**src/rtl/imm_gen_stage_if.sv**
```systemverilog
// Handshake bundle for the immediate-decode stage: upstream instruction/PC in, decoded entry out.
// The stage binds to the slave modport; the neighbouring pipeline logic binds to master.
interface imm_gen_stage_if #(
    parameter int XLEN = 32
);
    logic            in_valid;
    logic            in_ready;
    logic [31:0]     in_inst;
    logic [XLEN-1:0] in_pc;
    logic            out_valid;
    logic            out_ready;
    logic [XLEN-1:0] out_imm;
    logic [2:0]      out_imm_type;
    logic [XLEN-1:0] out_target;
    logic [XLEN-1:0] out_pc;
    logic            out_illegal;

    modport slave (
        input  in_valid, in_inst, in_pc, out_ready,
        output in_ready, out_valid, out_imm, out_imm_type, out_target, out_pc, out_illegal
    );

    modport master (
        output in_valid, in_inst, in_pc, out_ready,
        input  in_ready, out_valid, out_imm, out_imm_type, out_target, out_pc, out_illegal
    );
endinterface

```
**src/rtl/imm_gen_stage.sv**
```systemverilog
// ID-stage immediate decoder: sign-extended immediate, pc+imm and illegal-opcode flag,
// registered behind a valid/ready port with an optional 2-entry skid buffer.
module imm_gen_stage #(
    parameter int XLEN = 32,
    parameter bit SKID = 1'b1
) (
    input  logic               clk,
    input  logic               reset,
    input  logic               flush,
    imm_gen_stage_if.slave     bus,
    output logic [1:0]         o_dbg_state
);

    // Handshake: a transfer happens on a rising edge where valid && ready are both high;
    // the producer holds valid and payload stable until that edge, and ready never
    // depends on the same-side valid.

    localparam logic [6:0] OPC_OP_IMM = 7'b0010011;
    localparam logic [6:0] OPC_LOAD   = 7'b0000011;
    localparam logic [6:0] OPC_JALR   = 7'b1100111;
    localparam logic [6:0] OPC_SYSTEM = 7'b1110011;
    localparam logic [6:0] OPC_STORE  = 7'b0100011;
    localparam logic [6:0] OPC_BRANCH = 7'b1100011;
    localparam logic [6:0] OPC_JAL    = 7'b1101111;
    localparam logic [6:0] OPC_LUI    = 7'b0110111;
    localparam logic [6:0] OPC_AUIPC  = 7'b0010111;
    localparam logic [6:0] OPC_OP     = 7'b0110011;

    localparam logic [2:0] IMM_NONE = 3'd0;
    localparam logic [2:0] IMM_I    = 3'd1;
    localparam logic [2:0] IMM_S    = 3'd2;
    localparam logic [2:0] IMM_B    = 3'd3;
    localparam logic [2:0] IMM_U    = 3'd4;
    localparam logic [2:0] IMM_J    = 3'd5;

    typedef enum logic [1:0] {
        ST_EMPTY = 2'd0,
        ST_ONE   = 2'd1,
        ST_TWO   = 2'd2
    } state_t;

    typedef struct packed {
        logic [XLEN-1:0] imm;
        logic [2:0]      imm_type;
        logic [XLEN-1:0] target;
        logic [XLEN-1:0] pc;
        logic            illegal;
    } entry_t;

    logic [31:0]     w_inst;
    logic [6:0]      w_opcode;
    logic [31:0]     w_imm32;
    logic [2:0]      w_imm_type;
    logic            w_illegal;
    logic [XLEN-1:0] w_imm;
    entry_t          w_in_entry;

    state_t          r_state;
    state_t          w_state_nxt;
    entry_t          r_main;
    entry_t          r_skid;
    logic            r_in_ready;

    logic            w_in_ready;
    logic            w_accept;
    logic            w_drain;
    logic            w_load_main_in;
    logic            w_load_main_skid;
    logic            w_load_skid;

    assign w_inst   = bus.in_inst;
    assign w_opcode = w_inst[6:0];

    // Every format fits a 32-bit signed value, so decode at 32 bits and widen once.
    always_comb begin
        w_imm32    = '0;
        w_imm_type = IMM_NONE;
        w_illegal  = 1'b0;
        case (w_opcode)
            OPC_OP_IMM, OPC_LOAD, OPC_JALR, OPC_SYSTEM: begin
                w_imm32    = {{20{w_inst[31]}}, w_inst[31:20]};
                w_imm_type = IMM_I;
            end
            OPC_STORE: begin
                w_imm32    = {{20{w_inst[31]}}, w_inst[31:25], w_inst[11:7]};
                w_imm_type = IMM_S;
            end
            OPC_BRANCH: begin
                w_imm32    = {{19{w_inst[31]}}, w_inst[31], w_inst[7], w_inst[30:25],
                              w_inst[11:8], 1'b0};
                w_imm_type = IMM_B;
            end
            OPC_JAL: begin
                w_imm32    = {{11{w_inst[31]}}, w_inst[31], w_inst[19:12], w_inst[20],
                              w_inst[30:21], 1'b0};
                w_imm_type = IMM_J;
            end
            OPC_LUI, OPC_AUIPC: begin
                w_imm32    = {w_inst[31:12], 12'b0};
                w_imm_type = IMM_U;
            end
            OPC_OP: begin
                w_imm_type = IMM_NONE;
            end
            default: begin
                w_illegal = 1'b1;
            end
        endcase
    end

    generate
        if (XLEN == 64) begin : g_xlen64
            assign w_imm = {{(XLEN-32){w_imm32[31]}}, w_imm32};
        end else begin : g_xlen32
            assign w_imm = w_imm32;
        end
    endgenerate

    always_comb begin
        w_in_entry          = '0;
        w_in_entry.imm      = w_imm;
        w_in_entry.imm_type = w_imm_type;
        w_in_entry.target   = bus.in_pc + w_imm;
        w_in_entry.pc       = bus.in_pc;
        w_in_entry.illegal  = w_illegal;
    end

    // With SKID the ready is a flop (!skid_full); without it, ready looks through to out_ready.
    assign w_in_ready = !reset && (SKID ? r_in_ready : ((r_state == ST_EMPTY) || bus.out_ready));
    assign w_accept   = bus.in_valid && w_in_ready && !flush;
    assign w_drain    = (r_state != ST_EMPTY) && bus.out_ready;

    always_comb begin
        w_state_nxt      = r_state;
        w_load_main_in   = 1'b0;
        w_load_main_skid = 1'b0;
        w_load_skid      = 1'b0;
        case (r_state)
            ST_EMPTY: begin
                if (w_accept) begin
                    w_state_nxt    = ST_ONE;
                    w_load_main_in = 1'b1;
                end
            end
            ST_ONE: begin
                if (w_accept && w_drain) begin
                    w_load_main_in = 1'b1;
                end else if (w_accept) begin
                    w_state_nxt = ST_TWO;
                    w_load_skid = 1'b1;
                end else if (w_drain) begin
                    w_state_nxt = ST_EMPTY;
                end
            end
            ST_TWO: begin
                if (w_drain) begin
                    w_state_nxt      = ST_ONE;
                    w_load_main_skid = 1'b1;
                end
            end
            default: begin
                w_state_nxt = ST_EMPTY;
            end
        endcase
        if (flush) begin
            w_state_nxt      = ST_EMPTY;
            w_load_main_in   = 1'b0;
            w_load_main_skid = 1'b0;
            w_load_skid      = 1'b0;
        end
    end

    always_ff @(posedge clk) begin
        if (reset) begin
            r_state    <= ST_EMPTY;
            r_main     <= '0;
            r_skid     <= '0;
            r_in_ready <= 1'b1;
        end else begin
            r_state    <= w_state_nxt;
            r_in_ready <= (w_state_nxt != ST_TWO);
            if (w_load_main_in) begin
                r_main <= w_in_entry;
            end else if (w_load_main_skid) begin
                r_main <= r_skid;
            end
            if (w_load_skid) begin
                r_skid <= w_in_entry;
            end
        end
    end

    assign bus.in_ready     = w_in_ready;
    assign bus.out_valid    = (r_state != ST_EMPTY);
    assign bus.out_imm      = r_main.imm;
    assign bus.out_imm_type = r_main.imm_type;
    assign bus.out_target   = r_main.target;
    assign bus.out_pc       = r_main.pc;
    assign bus.out_illegal  = r_main.illegal;
    assign o_dbg_state      = r_state;

    // Held output must not move under back-pressure; the single-register build never fills skid.
    a_out_stable: assert property (@(posedge clk)
        (bus.out_valid && !bus.out_ready && !flush && !reset) |=>
        (bus.out_valid && $stable(r_main)));
    a_no_skid_when_off: assert property (@(posedge clk) SKID || (r_state != ST_TWO));

endmodule

```
**src/flat_wrapper.sv**
```systemverilog
// flat-port wrapper written by rule: the top's interface ports become plain ports
module imm_gen_stage_flat 
#(
    parameter int XLEN = 32,
    parameter bit SKID = 1'b1
)
  (clk, reset, flush, o_dbg_state, bus_in_valid, bus_in_inst, bus_in_pc, bus_out_ready, bus_in_ready, bus_out_valid, bus_out_imm, bus_out_imm_type, bus_out_target, bus_out_pc, bus_out_illegal);
  imm_gen_stage_if #(.XLEN(XLEN)) bus_i ();
  input  logic clk;
  input  logic reset;
  input  logic flush;
  output logic [1:0] o_dbg_state;
  input wire logic [$bits(bus_i.in_valid)-1:0] bus_in_valid;
  input wire logic [$bits(bus_i.in_inst)-1:0] bus_in_inst;
  input wire logic [$bits(bus_i.in_pc)-1:0] bus_in_pc;
  input wire logic [$bits(bus_i.out_ready)-1:0] bus_out_ready;
  output wire logic [$bits(bus_i.in_ready)-1:0] bus_in_ready;
  output wire logic [$bits(bus_i.out_valid)-1:0] bus_out_valid;
  output wire logic [$bits(bus_i.out_imm)-1:0] bus_out_imm;
  output wire logic [$bits(bus_i.out_imm_type)-1:0] bus_out_imm_type;
  output wire logic [$bits(bus_i.out_target)-1:0] bus_out_target;
  output wire logic [$bits(bus_i.out_pc)-1:0] bus_out_pc;
  output wire logic [$bits(bus_i.out_illegal)-1:0] bus_out_illegal;
  assign bus_i.in_valid = bus_in_valid;
  assign bus_i.in_inst = bus_in_inst;
  assign bus_i.in_pc = bus_in_pc;
  assign bus_i.out_ready = bus_out_ready;
  assign bus_in_ready = bus_i.in_ready;
  assign bus_out_valid = bus_i.out_valid;
  assign bus_out_imm = bus_i.out_imm;
  assign bus_out_imm_type = bus_i.out_imm_type;
  assign bus_out_target = bus_i.out_target;
  assign bus_out_pc = bus_i.out_pc;
  assign bus_out_illegal = bus_i.out_illegal;
  imm_gen_stage #(.XLEN(XLEN), .SKID(SKID)) u_core (.clk(clk), .reset(reset), .flush(flush), .bus(bus_i), .o_dbg_state(o_dbg_state));
endmodule
```
**config.mk**
```make
export PLATFORM = sky130hd
export DESIGN_NAME = imm_gen_stage_flat
export DESIGN_NICKNAME = d
export VERILOG_FILES = /design/src/rtl/imm_gen_stage_if.sv /design/src/rtl/imm_gen_stage.sv /design/src/flat_wrapper.sv
export SDC_FILE = /design/constraint.sdc
export NUM_CORES = 1
export LEC_CHECK = 0
export CORE_MARGIN = 2
export CORE_UTILIZATION = 40
export CTS_BUF_LIST = sky130_fd_sc_hd__clkbuf_8 sky130_fd_sc_hd__clkbuf_16
export CTS_CLUSTER_DIAMETER = 120
export DETAILED_ROUTE_END_ITERATION = 7
export GPL_TIMING_DRIVEN = 1
export REMOVE_ABC_BUFFERS = 1
export SETUP_SLACK_MARGIN = 0.5
export SYNTH_ARGS = -nofsm -noshare
export SYNTH_HDL_FRONTEND = slang
export SYNTH_SLANG_ARGS = --single-unit
```
**constraint.sdc**
```tcl
create_clock -name clk -period 7.25 [get_ports clk]
set_input_delay 1.0875 -clock clk [delete_from_list [all_inputs] [get_ports clk]]
set_output_delay 1.0875 -clock clk [all_outputs]
set_load 0.02 [all_outputs]
```
==> run metrics <==
Synth Area in XOR/XNOR 2.27%; RSZ-0062 raised after global routing no; unique cell type count in the Yosys netlist 71; largest family of logic cells by synthesized area compound AO/OA/AOI/OAI gates; Hold Fails Final Rpt 0; clk slew on worst S/H paths 60 ps; slowest CP cell clkdlybuf4s50_1; Setup violations, final 0; max cap viols 0; Clock H-tree levels 1; simple-gate share of the synthesized area 18.0%; crit-path cells clkdlybuf4s50_1 -> and3b_1 -> nand2b_1 -> nor3b_2 -> a32oi_1 -> inv_1 -> ha_1 -> inv_1 -> fa_1 -> nand2b_1 -> a21oi_1 -> o2111ai_2 -> and2_1 -> o31a_1 -> nor3b_1 -> a2111oi_2; met1 WL 14800 µm; status complete, no violations; Util after Layout 50.6%; Post-Syn Area 10400 µm²; gpl congestion 0.850; metal3 WL 1870 µm; Synth Area in Compound Gates 25.2%; sequential share of power 43.1%; pwr dens 208 nW/µm²; routed vias 9419; Clk Latency, worst-skew pair 530 ps; DR top layer met4; per-cell routed wire length 17.7 µm; Max Root-Sink Buffers 3; share of the synthesized area in the top cell type 39.1%; grt total ovfl 0; switching part of the total power 25.8%; VDD IR max 0.125 mV; most frequent cell after synthesis dfxtp_1; dominant cell type by area after synthesis dfxtp_1; Post-synth EDFFs 0; post-CTS setup buffers 0; delay-heaviest family, CP simple AND/OR/NAND/NOR gates; Critical Path AT 5250 ps; minimum clock period 4850 ps; Clk pwr share 43.8%; Yosys warnings 0; mean number of vias per cell 5.50; relative slew slack 30.5%; Post-CTS Hold Fix Bufs 0; top cells by area, synth dfxtp_1 39%, a211oi_1 9.7%, mux2i_1 6.5%; TNS Setup 0 ps; post-route ant nets 0; die area 27300 µm²; WS Path Type input pin to flop; Synth Area per Inst 8.29 µm²; area grow syn2layout 25.3%; #FFs+latches synth 203; Initial Util 40.4%; Crit. End Element flop; switching pwr 700 µW; initial antenna violation count 0; Crit path required time 7660 ps; final worst path period share 66.9%; CP peak stage delay 490 ps; dpl cells 1669; ANT cells 0; final net count 1460; Initial DRT Pass Iterations 5; Iteration-0 DRC Markers 752; Worst-Margin Slew 1040 ps; CTS tree yes; area share of fa/ha/maj cells after synthesis 3.92%; Core Box Area 25800 µm²; combinational share of power 13.1%; top_reg_cell synth dfxtp_1; Met2 Wirelength 13200 µm; WL final 30300 µm; Rows 59; sequential element share of the synthesized area 39.1%; IO Pins 173; HPWL Detailed 20000 µm; Leakage 0.00470 µW; vias in the first global route 8573; minimum hold slack 453 ps; Final Skew 19.4 ps; Worst Setup Start Kind input pin; Mapped Cells 1255; DRC errors left 0; Layout Cells excl Fill 1711; clock root buffer master clkbuf_16; FILL cells 2470; clock sink total 203; chip height 165 µm; crit path max fanout 7; Die W 165 µm; post-CTS resize count 0; worst hold path class flop to flop; Final Max Slew Viols 0; GRT Util Overall 21.5%; mux share of post-synthesis cell area 6.65%; internal power 2010 µW; Fmax 0.206 GHz; first-pass GRT wire length 46900 µm; Num CTS Buffers 23; largest net degree at the start of global routing 148; share of layout cells above drive strength 1 4.87%; worst path bufs/invs 3; asr flop ratio synth 0%; IO buf count 172; Post-synth top cells 203 x dfxtp_1, 169 x nand2_1, 135 x a211oi_1
power groups by stage:
stage	clock [µW]	sequential, µW	combinational, µW
after floorplan	0	1220	150
after global placement	0	1190	352
after detailed placement	0	1190	353
after CTS	1220	1170	356
after global routing	1260	1170	385
final	1190	1170	354
area by class of cell:
class	count	area, µm²	area share, %
Tap cell	335	419	3.21
Timing Repair Buffer	179	1800	13.8
Clock buffer	32	699	5.36
Sequential cell	203	4060	31.2
Multi-Input combinational cell	926	5880	45.1
Clock inverter	10	82.6	0.633
Inverter	26	97.6	0.748
per-stage QoR:
stage	total power [µW]	setup WS, ps	instance area (µm²)
6_report	2710	2400	13000
5_1_grt	2810	2030	13000
4_1_cts	2740	2450	13000
3_5_place_dp	1550	1930	12300
3_3_place_gp	1540	1990	12300
2_1_floorplan	1370	-9780	10000
registers in the layout, indices dropped and copies added (netlist names):
signal                   cells
u_core.bus.out_pc           32
u_core.bus.out_illegal       1
u_core.r_skid              100
u_core.r_in_ready            1
u_core.bus.out_imm_type      3
u_core.bus.out_imm          32
u_core.o_dbg_state           2
u_core.bus.out_target       32
layer usage:
layer  global-route usage, %  up-vias
met5                       0        -
met4                    4.35        0
met3                    3.35       34
met2                    33.0      253
met1                    31.8     4412
li1                        -     4720
worst reg2reg max path, cell delays in order, from the launching register on:
cell      delay, ps
dfxtp_1         320
nand2_1         140
nor3_1          630
and2_4          790
buf_4           630
nor2_1          130
a211oi_1        240
kinds of logic after synthesis:
group,after synthesis
mux,69
flops,203
fa+ha+maj,32
simple gates,408
buf+inv,126
compound gates,390
xor+xnor,27
cell usage in the layout, fill, tap and decap left out, types with 16 or more instances in the layout:
master / netlist / routed
dfxtp_1: 203 / 203
clkdlybuf4s50_1: 0 / 171
nand2_1: 169 / 168
a211oi_1: 135 / 135
nor2_1: 117 / 117
a21oi_1: 115 / 115
mux2i_1: 68 / 68
nor2b_1: 32 / 32
ha_1: 31 / 31
inv_1: 26 / 29
clkbuf_16: 0 / 23
o21ai_1: 20 / 20
o21ai_0: 20 / 20
a21o_1: 16 / 16
final timing paths:
| check | from | end | slack [ps] | cells past startpoint |
|---|---|---|---|---|
| max | bus_in_inst[3] | u_core.bus.out_target[28] | 2400 | 16 |
| min | u_core.r_skid[0] | u_core.r_skid[0] | 450 | 2 |
| max reg2reg | u_core.r_in_ready | u_core.r_skid[68] | 4270 | 6 |
| min reg2reg | u_core.r_skid[0] | u_core.r_skid[0] | 450 | 2 |
(Power assumes the default switching activity.)
